==> config.mk <==
export PLATFORM = sky130hd
export DESIGN_NAME = calc_entry_ctrl
export DESIGN_NICKNAME = d
export VERILOG_FILES = /design/src/rtl/calc_entry_ctrl.sv
export SDC_FILE = /design/constraint.sdc
export NUM_CORES = 1
export LEC_CHECK = 0
export CAP_MARGIN = 10
export CORE_MARGIN = 1
export CORE_UTILIZATION = 45
export CTS_BUF_LIST = sky130_fd_sc_hd__clkbuf_8
export DETAILED_ROUTE_END_ITERATION = 10
export PLACE_DENSITY = 0.83
export SLEW_MARGIN = 40
export SYNTH_ARGS = -nofsm -noshare
export SYNTH_HDL_FRONTEND = slang
export SYNTH_SLANG_ARGS = --single-unit
==> constraint.sdc <==
create_clock -name CLK -period 2.15 [get_ports CLK]
set_input_delay 0.215 -clock CLK [delete_from_list [all_inputs] [get_ports CLK]]
set_output_delay 0.215 -clock CLK [all_outputs]
set_load 0.1 [all_outputs]
==> src/rtl/calc_entry_ctrl.sv <==
// calc_entry_ctrl: sequencer between the keypad scanner and the calculator
// arithmetic unit. It turns the key-read level into single key events,
// assembles two BCD operands and an operator, issues one valid/ready request,
// and latches the result for display.
// Build option KEY_DEBOUNCE_EN: when defined, a key event needs DEBOUNCE_CYCLES
// consecutive high samples and a release needs DEBOUNCE_CYCLES consecutive low
// samples. When undefined, both need a single sample.
module calc_entry_ctrl #(
  parameter int DIGITS          = 4,
  parameter int DEBOUNCE_CYCLES = 4
) (
  input  logic                CLK,
  input  logic                RESET_N,
  input  logic                KEY_READ,
  input  logic [3:0]          BCD_KEY,
  output logic                ENABLE_KEYB,
  output logic [4*DIGITS-1:0] OP_A,
  output logic [4*DIGITS-1:0] OP_B,
  output logic [1:0]          OPCODE,
  output logic                CALC_VALID,
  input  logic                CALC_READY,
  input  logic [4*DIGITS-1:0] RESULT,
  input  logic                RESULT_VALID,
  output logic [4*DIGITS-1:0] DISP
);

  localparam int W  = 4 * DIGITS;
  localparam int CW = $clog2(DIGITS + 1);
  localparam int DW = (DEBOUNCE_CYCLES > 1) ? $clog2(DEBOUNCE_CYCLES) : 1;
`ifdef KEY_DEBOUNCE_EN
  localparam int DB_N = DEBOUNCE_CYCLES;
`else
  localparam int DB_N = 1;
`endif
  localparam logic [DW-1:0] DB_LAST  = DW'(DB_N - 1);
  localparam logic [CW-1:0] CNT_FULL = CW'(DIGITS);

  typedef enum logic [2:0] {
    S_A,
    S_B,
    S_REQ,
    S_WAIT,
    S_RES
  } state_t;

  // Debouncer state: released_q is set once the key has been seen released
  // long enough; db_cnt_q counts consecutive samples at the awaited level.
  logic          released_q, released_d;
  logic [DW-1:0] db_cnt_q,   db_cnt_d;
  logic          key_ev_q,   key_ev_d;
  logic [3:0]    key_code_q, key_code_d;

  state_t        state_q,    state_d;
  logic [W-1:0]  op_a_q,     op_a_d;
  logic [W-1:0]  op_b_q,     op_b_d;
  logic [1:0]    opcode_q,   opcode_d;
  logic [W-1:0]  disp_q,     disp_d;
  logic          calc_valid_q, calc_valid_d;
  logic          en_keyb_q,  en_keyb_d;
  logic [CW-1:0] a_cnt_q,    a_cnt_d;
  logic [CW-1:0] b_cnt_q,    b_cnt_d;

  logic          is_digit, is_op, is_eq, is_clr;
  logic [W-1:0]  digit_ext;
  logic [1:0]    key_opcode;

  // Debouncer next state: count stable samples, pulse once per press.
  always_comb begin
    released_d = released_q;
    db_cnt_d   = db_cnt_q;
    key_ev_d   = 1'b0;
    key_code_d = key_code_q;
    if (released_q) begin
      if (KEY_READ) begin
        if (db_cnt_q == DB_LAST) begin
          key_ev_d   = 1'b1;
          key_code_d = BCD_KEY;
          released_d = 1'b0;
          db_cnt_d   = '0;
        end else begin
          db_cnt_d = db_cnt_q + DW'(1);
        end
      end else begin
        db_cnt_d = '0;
      end
    end else begin
      if (!KEY_READ) begin
        if (db_cnt_q == DB_LAST) begin
          released_d = 1'b1;
          db_cnt_d   = '0;
        end else begin
          db_cnt_d = db_cnt_q + DW'(1);
        end
      end else begin
        db_cnt_d = '0;
      end
    end
  end

  // Debouncer registers.
  always_ff @(posedge CLK or negedge RESET_N) begin
    if (!RESET_N) begin
      released_q <= 1'b0;
      db_cnt_q   <= '0;
      key_ev_q   <= 1'b0;
      key_code_q <= '0;
    end else begin
      released_q <= released_d;
      db_cnt_q   <= db_cnt_d;
      key_ev_q   <= key_ev_d;
      key_code_q <= key_code_d;
    end
  end

  assign is_digit   = (key_code_q < 4'd10);
  assign is_op      = (key_code_q >= 4'd10) && (key_code_q <= 4'd13);
  assign is_eq      = (key_code_q == 4'd14);
  assign is_clr     = (key_code_q == 4'd15);
  assign digit_ext  = W'(key_code_q);
  assign key_opcode = key_code_q[1:0] - 2'd2;

  // Entry FSM: next state and all registered outputs.
  always_comb begin
    state_d      = state_q;
    op_a_d       = op_a_q;
    op_b_d       = op_b_q;
    opcode_d     = opcode_q;
    disp_d       = disp_q;
    calc_valid_d = calc_valid_q;
    en_keyb_d    = en_keyb_q;
    a_cnt_d      = a_cnt_q;
    b_cnt_d      = b_cnt_q;
    case (state_q)
      S_A: begin
        if (key_ev_q) begin
          if (is_clr) begin
            op_a_d   = '0;
            op_b_d   = '0;
            opcode_d = '0;
            disp_d   = '0;
            a_cnt_d  = '0;
            b_cnt_d  = '0;
          end else if (is_digit) begin
            if (a_cnt_q != CNT_FULL) begin
              op_a_d  = (op_a_q << 4) | digit_ext;
              a_cnt_d = a_cnt_q + CW'(1);
              disp_d  = op_a_d;
            end
          end else if (is_op) begin
            opcode_d = key_opcode;
            op_b_d   = '0;
            b_cnt_d  = '0;
            disp_d   = '0;
            state_d  = S_B;
          end
        end
      end
      S_B: begin
        if (key_ev_q) begin
          if (is_clr) begin
            op_a_d   = '0;
            op_b_d   = '0;
            opcode_d = '0;
            disp_d   = '0;
            a_cnt_d  = '0;
            b_cnt_d  = '0;
            state_d  = S_A;
          end else if (is_digit) begin
            if (b_cnt_q != CNT_FULL) begin
              op_b_d  = (op_b_q << 4) | digit_ext;
              b_cnt_d = b_cnt_q + CW'(1);
              disp_d  = op_b_d;
            end
          end else if (is_op) begin
            if (b_cnt_q == '0) begin
              opcode_d = key_opcode;
            end
          end else if (is_eq) begin
            if (b_cnt_q != '0) begin
              calc_valid_d = 1'b1;
              en_keyb_d    = 1'b0;
              state_d      = S_REQ;
            end
          end
        end
      end
      S_REQ: begin
        if (CALC_READY) begin
          calc_valid_d = 1'b0;
          state_d      = S_WAIT;
        end
      end
      S_WAIT: begin
        if (RESULT_VALID) begin
          disp_d    = RESULT;
          op_a_d    = RESULT;
          en_keyb_d = 1'b1;
          state_d   = S_RES;
        end
      end
      S_RES: begin
        if (key_ev_q) begin
          if (is_clr) begin
            op_a_d   = '0;
            op_b_d   = '0;
            opcode_d = '0;
            disp_d   = '0;
            a_cnt_d  = '0;
            b_cnt_d  = '0;
            state_d  = S_A;
          end else if (is_digit) begin
            op_a_d  = digit_ext;
            a_cnt_d = CW'(1);
            disp_d  = digit_ext;
            state_d = S_A;
          end else if (is_op) begin
            opcode_d = key_opcode;
            op_b_d   = '0;
            b_cnt_d  = '0;
            disp_d   = '0;
            state_d  = S_B;
          end
        end
      end
      default: begin
        state_d = S_A;
      end
    endcase
  end

  // Entry FSM registers.
  always_ff @(posedge CLK or negedge RESET_N) begin
    if (!RESET_N) begin
      state_q      <= S_A;
      op_a_q       <= '0;
      op_b_q       <= '0;
      opcode_q     <= '0;
      disp_q       <= '0;
      calc_valid_q <= 1'b0;
      en_keyb_q    <= 1'b1;
      a_cnt_q      <= '0;
      b_cnt_q      <= '0;
    end else begin
      state_q      <= state_d;
      op_a_q       <= op_a_d;
      op_b_q       <= op_b_d;
      opcode_q     <= opcode_d;
      disp_q       <= disp_d;
      calc_valid_q <= calc_valid_d;
      en_keyb_q    <= en_keyb_d;
      a_cnt_q      <= a_cnt_d;
      b_cnt_q      <= b_cnt_d;
    end
  end

  assign ENABLE_KEYB = en_keyb_q;
  assign OP_A        = op_a_q;
  assign OP_B        = op_b_q;
  assign OPCODE      = opcode_q;
  assign CALC_VALID  = calc_valid_q;
  assign DISP        = disp_q;

endmodule

==> metrics.txt, run 1 <==
crit end category flop; H-tree levels 3; yosys warns 0; Final Hold Vio Count 0; fill count 698; Post-synth top cells 68 x dfrtp_1, 49 x nand2_1, 39 x a22oi_1; async set-reset flop share out of synthesis 100%; deepest clock path buffer count 2; final setup violating endpoints 0; antenna-violating nets left 0; post-route design area 4750 µm²; Most used DFF post-synth dfrtp_1; Synthesized Nets 417; Tot GR Track Use 27.0%; via/cell ratio 5.97; Core Rows 32; CTS Buf Count 9; GRT overflow 0; CP startpoint kind flop; Distinct cells, synth 56; met1 WL 4700 µm; Top Ports 77; sequential area share after synthesis 47.3%; first-pass GRT wire length 17700 µm; top fanout value on the critical path 17; most common cell in the netlist dfrtp_1; Synth Cell Area 3660 µm²; CTS sink count 69; drt first pass iters 6; Worst-Skew Late Latency 0.36 ns; Final Max Tran Viols 0; crit share post-route 90.6%; Synth Register Bits 69; fin crit period 1.95 ns; DP Area 4500 µm²; slew margin rel. 50.8%; CTS tree done; Max Cap Violations 0; routed length on met2 5130 µm; number of inserted diodes 0; largest net degree at the start of global routing 70; syn_area_per_cell 9.47 µm²; # nets final 508; WS Path Type flop to flop; core box area 7810 µm²; Worst-path clk slew 0.09 ns; clk_skew 0.0175 ns; # DRC 0; utilization after layout 60.8%; DR WL/cell 18.4 µm; largest area contributor in the netlist dfrtp_1; Initial DRC Count 403; via count 3484; Die Ht 92.1 µm; CTS Root Buffer Type clkbuf_8; initial antenna violation count 0; drt total wl 10700 µm; RSZ-0062 raised after global routing no; Slew @ Worst Pin 0.735 ns; WL met3 698 µm; largest cells by area after synthesis dfrtp_1 47%, a22oi_1 8.0%, nand2_1 5.0%; Placer Congestion 0.894; critical path arrival 2.19 ns; Max Clk Rate 513 MHz; IO Port Bufs 76; WP data required 2.39 ns; top cell type's share of synthesized area 46.5%; HPWL after DPL 7390 µm; Synth Instances 386; Post-synth EDFFs 0; number of global-route vias before repair 3362; share of cells above drive strength 1 24.9%; DR top layer met4; Layout Area Growth over Synthesis 29.8%; status finished clean; die area 8490 µm²; hold crit path type primary input to asynchronous set/reset pin; DIE WIDTH 92.1 µm; Starting Density 46.8%
==> critical path, cell delays in order, from the launching register on <==
cell and delay (ns):
dfrtp_1 0.39, buf_4 0.25, and4_1 0.42, nor2_4 0.16
a21boi_2 0.26, o21ai_0 0.12, a22o_1 0.23
==> placed cells by master (no fill, tap or decap), drive strengths merged, types with 2 or more instances in the layout <==
cell	synthesis	layout
clkbuf	11	9
a22oi	39	39
clkinv	0	3
clkdlybuf4s50	0	23
o21ai	32	32
o22ai	14	14
mux2	4	4
ha	6	6
nor3	3	3
nor3b	2	3
a31oi	4	4
mux2i	4	4
nand2	49	49
buf	20	86
nand2b	4	4
nor2b	3	3
o31ai	2	2
dfrtp	68	68
and3	2	2
a21oi	24	24
inv	15	17
and2	4	4
a22o	19	19
nand3	7	7
nand4	3	3
nor2	26	26
==> path summary, 6_finish.rpt <==
kind,from,cells past startpoint,slack (ns),endpoint
min,RESET_N,3,0.39,OP_A[8]$_DFFE_PN0P_
min reg2reg,OP_B[13]$_DFFE_PN0P_,2,0.49,OP_B[13]$_DFFE_PN0P_
max,key_code_q[1]$_DFFE_PN0P_,6,0.20,a_cnt_q[2]$_DFFE_PN0P_
max in group asynchronous,RESET_N,3,1.41,ENABLE_KEYB$_DFFE_PN1P_
min in group CLK,RESULT[0],3,0.47,OP_A[0]$_DFFE_PN0P_
max reg2reg,key_code_q[1]$_DFFE_PN0P_,6,0.20,a_cnt_q[2]$_DFFE_PN0P_
==> metal layers <==
| layer | GRT usage, % | vias up |
|---|---|---|
| met3 | 3.81 | 23 |
| met1 | 38.2 | 1685 |
| met2 | 41.9 | 175 |
| met4 | 10.4 | 0 |
| met5 | 0 | - |
| li1 | - | 1601 |
==> timing repair <==
item,in CTS,in global routing
hold endpoints to repair,68,0
pin swaps,1,1
gates resized for setup,1,0
gates cloned,1,0
setup buffers,0,3
endpoints found under the setup margin,12,12
hold buffers,1,0
==> final cells by class <==
class                      instances  area (µm²)  area share [%]
inverter                          15        56.3            1.19
tap                              102         128            2.69
timing repair buffer             110         921            19.4
clock inverter                     7        73.8            1.56
clock buffer                       9         124            2.61
sequential                        69        1730            36.4
multi-input combinational        272        1720            36.2
==> sequential cells by signal (all words and copies together) (netlist names), named ones only <==
| signal | cells |
|---|---|
| a_cnt_q | 3 |
| CALC_VALID | 1 |
| state_q | 3 |
| key_code_q | 4 |
| OP_B | 16 |
| OPCODE | 2 |
| ENABLE_KEYB | 1 |
| b_cnt_q | 3 |
| key_ev_q | 1 |
| db_cnt_q | 2 |
| DISP | 16 |
| OP_A | 16 |
==> logic make-up (layout without fill, tap and decap cells) <==
kind of cell	Yosys count	count (layout)	synth area share, %
compound gates	148	148	27.7
xor+xnor	2	2	0.479
fa+ha+maj	6	6	2.05
buf+inv	46	141	6.19
flops	69	69	47.3
mux	8	8	2.33
simple gates	107	108	14.0
==> per-stage QoR <==
step                      setup TNS (ns)  setup WS [ns]  instances  hold slack [ns]
after CTS                              0        0.00220        581            0.413
after global routing                   0         0.0519        584            0.445
after detailed placement           -5.53         -0.470        563            0.270
final                                  0          0.202        584            0.389
after global placement             -4.21         -0.356        563            0.262
after floorplan                        0          0.429        386          -0.0806
Power of run 1 is not shown: default switching activity piles up to over one toggle a cycle in this logic, so the estimate is an artifact.
==> run 2, diff against run 1 <==
PLACE_DENSITY = 0.76   (was 0.83)
==> metrics.txt, run 2 (synthesized netlist as in run 1, its figures left out) <==
initial antenna violation count 0 (unchanged); commonest non-fill, non-tap cell in the layout buf_4 (unchanged); Tot GR Track Use 25.8% (was 27.0%); Worst-path clk slew 0.08 ns (was 0.09 ns); core box area 7810 µm² (unchanged); slew margin rel. 68.5% (was 50.8%); drt first pass iters 5 (was 6); WS Path Type flop to flop (unchanged); hold crit path type primary input to asynchronous set/reset pin (unchanged); # nets final 496 (was 508); DIE WIDTH 92.1 µm (unchanged); CTS Root Buffer Type clkbuf_8 (unchanged); CP startpoint kind flop (unchanged); Die Ht 92.1 µm (unchanged); drt total wl 10500 µm (was 10700 µm); Worst-Skew Late Latency 0.35 ns (was 0.36 ns); CTS hold repair buffers 1 (unchanged); final setup violating endpoints 0 (unchanged); GRT overflow 0 (unchanged); Slew @ Worst Pin 0.460 ns (was 0.735 ns); Initial DRC Count 363 (was 403); Max Cap Violations 0 (unchanged); most frequent cells in the layout 70 x buf_4, 68 x dfrtp_1, 49 x nand2_1 (was 82 x buf_4, 68 x dfrtp_1, 48 x nand2_1); top fanout value on the critical path 12 (was 17); CTS sink count 69 (unchanged); Layout Area Growth over Synthesis 28.9% (was 29.8%); HPWL after DPL 7240 µm (was 7390 µm); number of global-route vias before repair 3249 (was 3362); Placer Congestion 0.857 (was 0.894); worst r2r path cells 5 (was 6); H-tree levels 3 (unchanged); status finished clean (unchanged); setup bufs post-CTS 0 (unchanged); largest net degree at the start of global routing 70 (unchanged); Final Max Tran Viols 0 (unchanged); via count 3432 (was 3484); Starting Density 46.8% (unchanged); Reg2Reg Capture Point DISP[4]$_DFFE_PN0P_ (was a_cnt_q[2]$_DFFE_PN0P_); RSZ-0062 raised after global routing no (unchanged); Reg2Reg Launch Point key_code_q[1]$_DFFE_PN0P_ (unchanged); die area 8490 µm² (unchanged); CTS tree done (unchanged); Worst R2R Setup Slack 0.14 ns (was 0.20 ns); DR WL/cell 18.3 µm (was 18.4 µm); # DRC 0 (unchanged); first-pass GRT wire length 16800 µm (was 17700 µm); CTS Buf Count 9 (unchanged); Final Hold Vio Count 0 (unchanged); via/cell ratio 6.00 (was 5.97); Core Rows 32 (unchanged); Top Ports 77 (unchanged); number of inserted diodes 0 (unchanged); WP data required 2.39 ns (about the same); IO Port Bufs 76 (unchanged); crit share post-route 93.3% (was 90.6%); crit end category flop (unchanged); antenna-violating nets left 0 (unchanged); Max Clk Rate 499 MHz (was 513 MHz); share of cells above drive strength 1 22.6% (was 24.9%); fin crit period 2.01 ns (was 1.95 ns); PostCTS Resize Cnt 0 (was 1); Setup TNS 0 ns (unchanged); critical path arrival 2.24 ns (was 2.19 ns); deepest clock path buffer count 2 (unchanged); clk_skew 0.0147 ns (was 0.0175 ns)
==> run 2: final cells by class <==
type,count,area [µm²]
flip-flops and latches,69,1730
clock inverters,6,110
multi-input cells,271,1700
inverters,15,56.3
clock buffers,10,138
fillers,663,3100
repair buffers,99,851
well taps,102,128
==> run 2: metrics by stage <==
step | std cells | setup WS [ns] | instance area (µm²) | hold slack [ns] | utilization, %
after global routing | 572 | 0.0449 | 4710 | 0.438 | 60.4
after detailed placement | 555 | 0.157 | 4450 | 0.272 | 57.1
final | 572 | 0.144 | 4710 | 0.409 | 60.4
after CTS | 572 | 0.148 | 4710 | 0.428 | 60.4
after global placement | 555 | 0.220 | 4450 | 0.262 | 57.1
after floorplan | 386 | 0.429 | 3660 | -0.0806 | -
==> run 2: critical path, cell delays in order (launching register included) <==
cell	delay (ns)
dfrtp_1	0.47
o21ai_2	0.39
a211o_4	0.23
nor3b_4	0.19
nand2_1	0.29
a22o_1	0.33
==> run 2: how the worst max path moves through the flow <==
stage	start	endpoint	slack [ns]	cells after the start
2_1_floorplan	key_code_q[2]$_DFFE_PN0P_	DISP[10]$_DFFE_PN0P_	0.43	7
3_3_place_gp	RESULT_VALID	DISP[4]$_DFFE_PN0P_	0.22	6
3_5_place_dp	key_code_q[1]$_DFFE_PN0P_	DISP[5]$_DFFE_PN0P_	0.16	5
4_1_cts	key_code_q[1]$_DFFE_PN0P_	DISP[4]$_DFFE_PN0P_	0.15	5
5_1_grt	state_q[0]$_DFFE_PN0P_	OP_A[13]$_DFFE_PN0P_	0.04	7
6_report	key_code_q[1]$_DFFE_PN0P_	DISP[4]$_DFFE_PN0P_	0.14	5
==> run 2: per-layer routing <==
metal | share of wire [%] | GRT usage, % | wire length, µm | up-vias
met1 | 44 | 35.1 | 4640 | 1665
met4 | 2.5 | 10.4 | 265 | 0
met5 | 0 | 0 | 0 | -
li1 | - | - | - | 1574
met3 | 6.3 | 3.23 | 657 | 29
met2 | 47 | 41.8 | 4930 | 164
Power of run 2 is left out for the same reason.
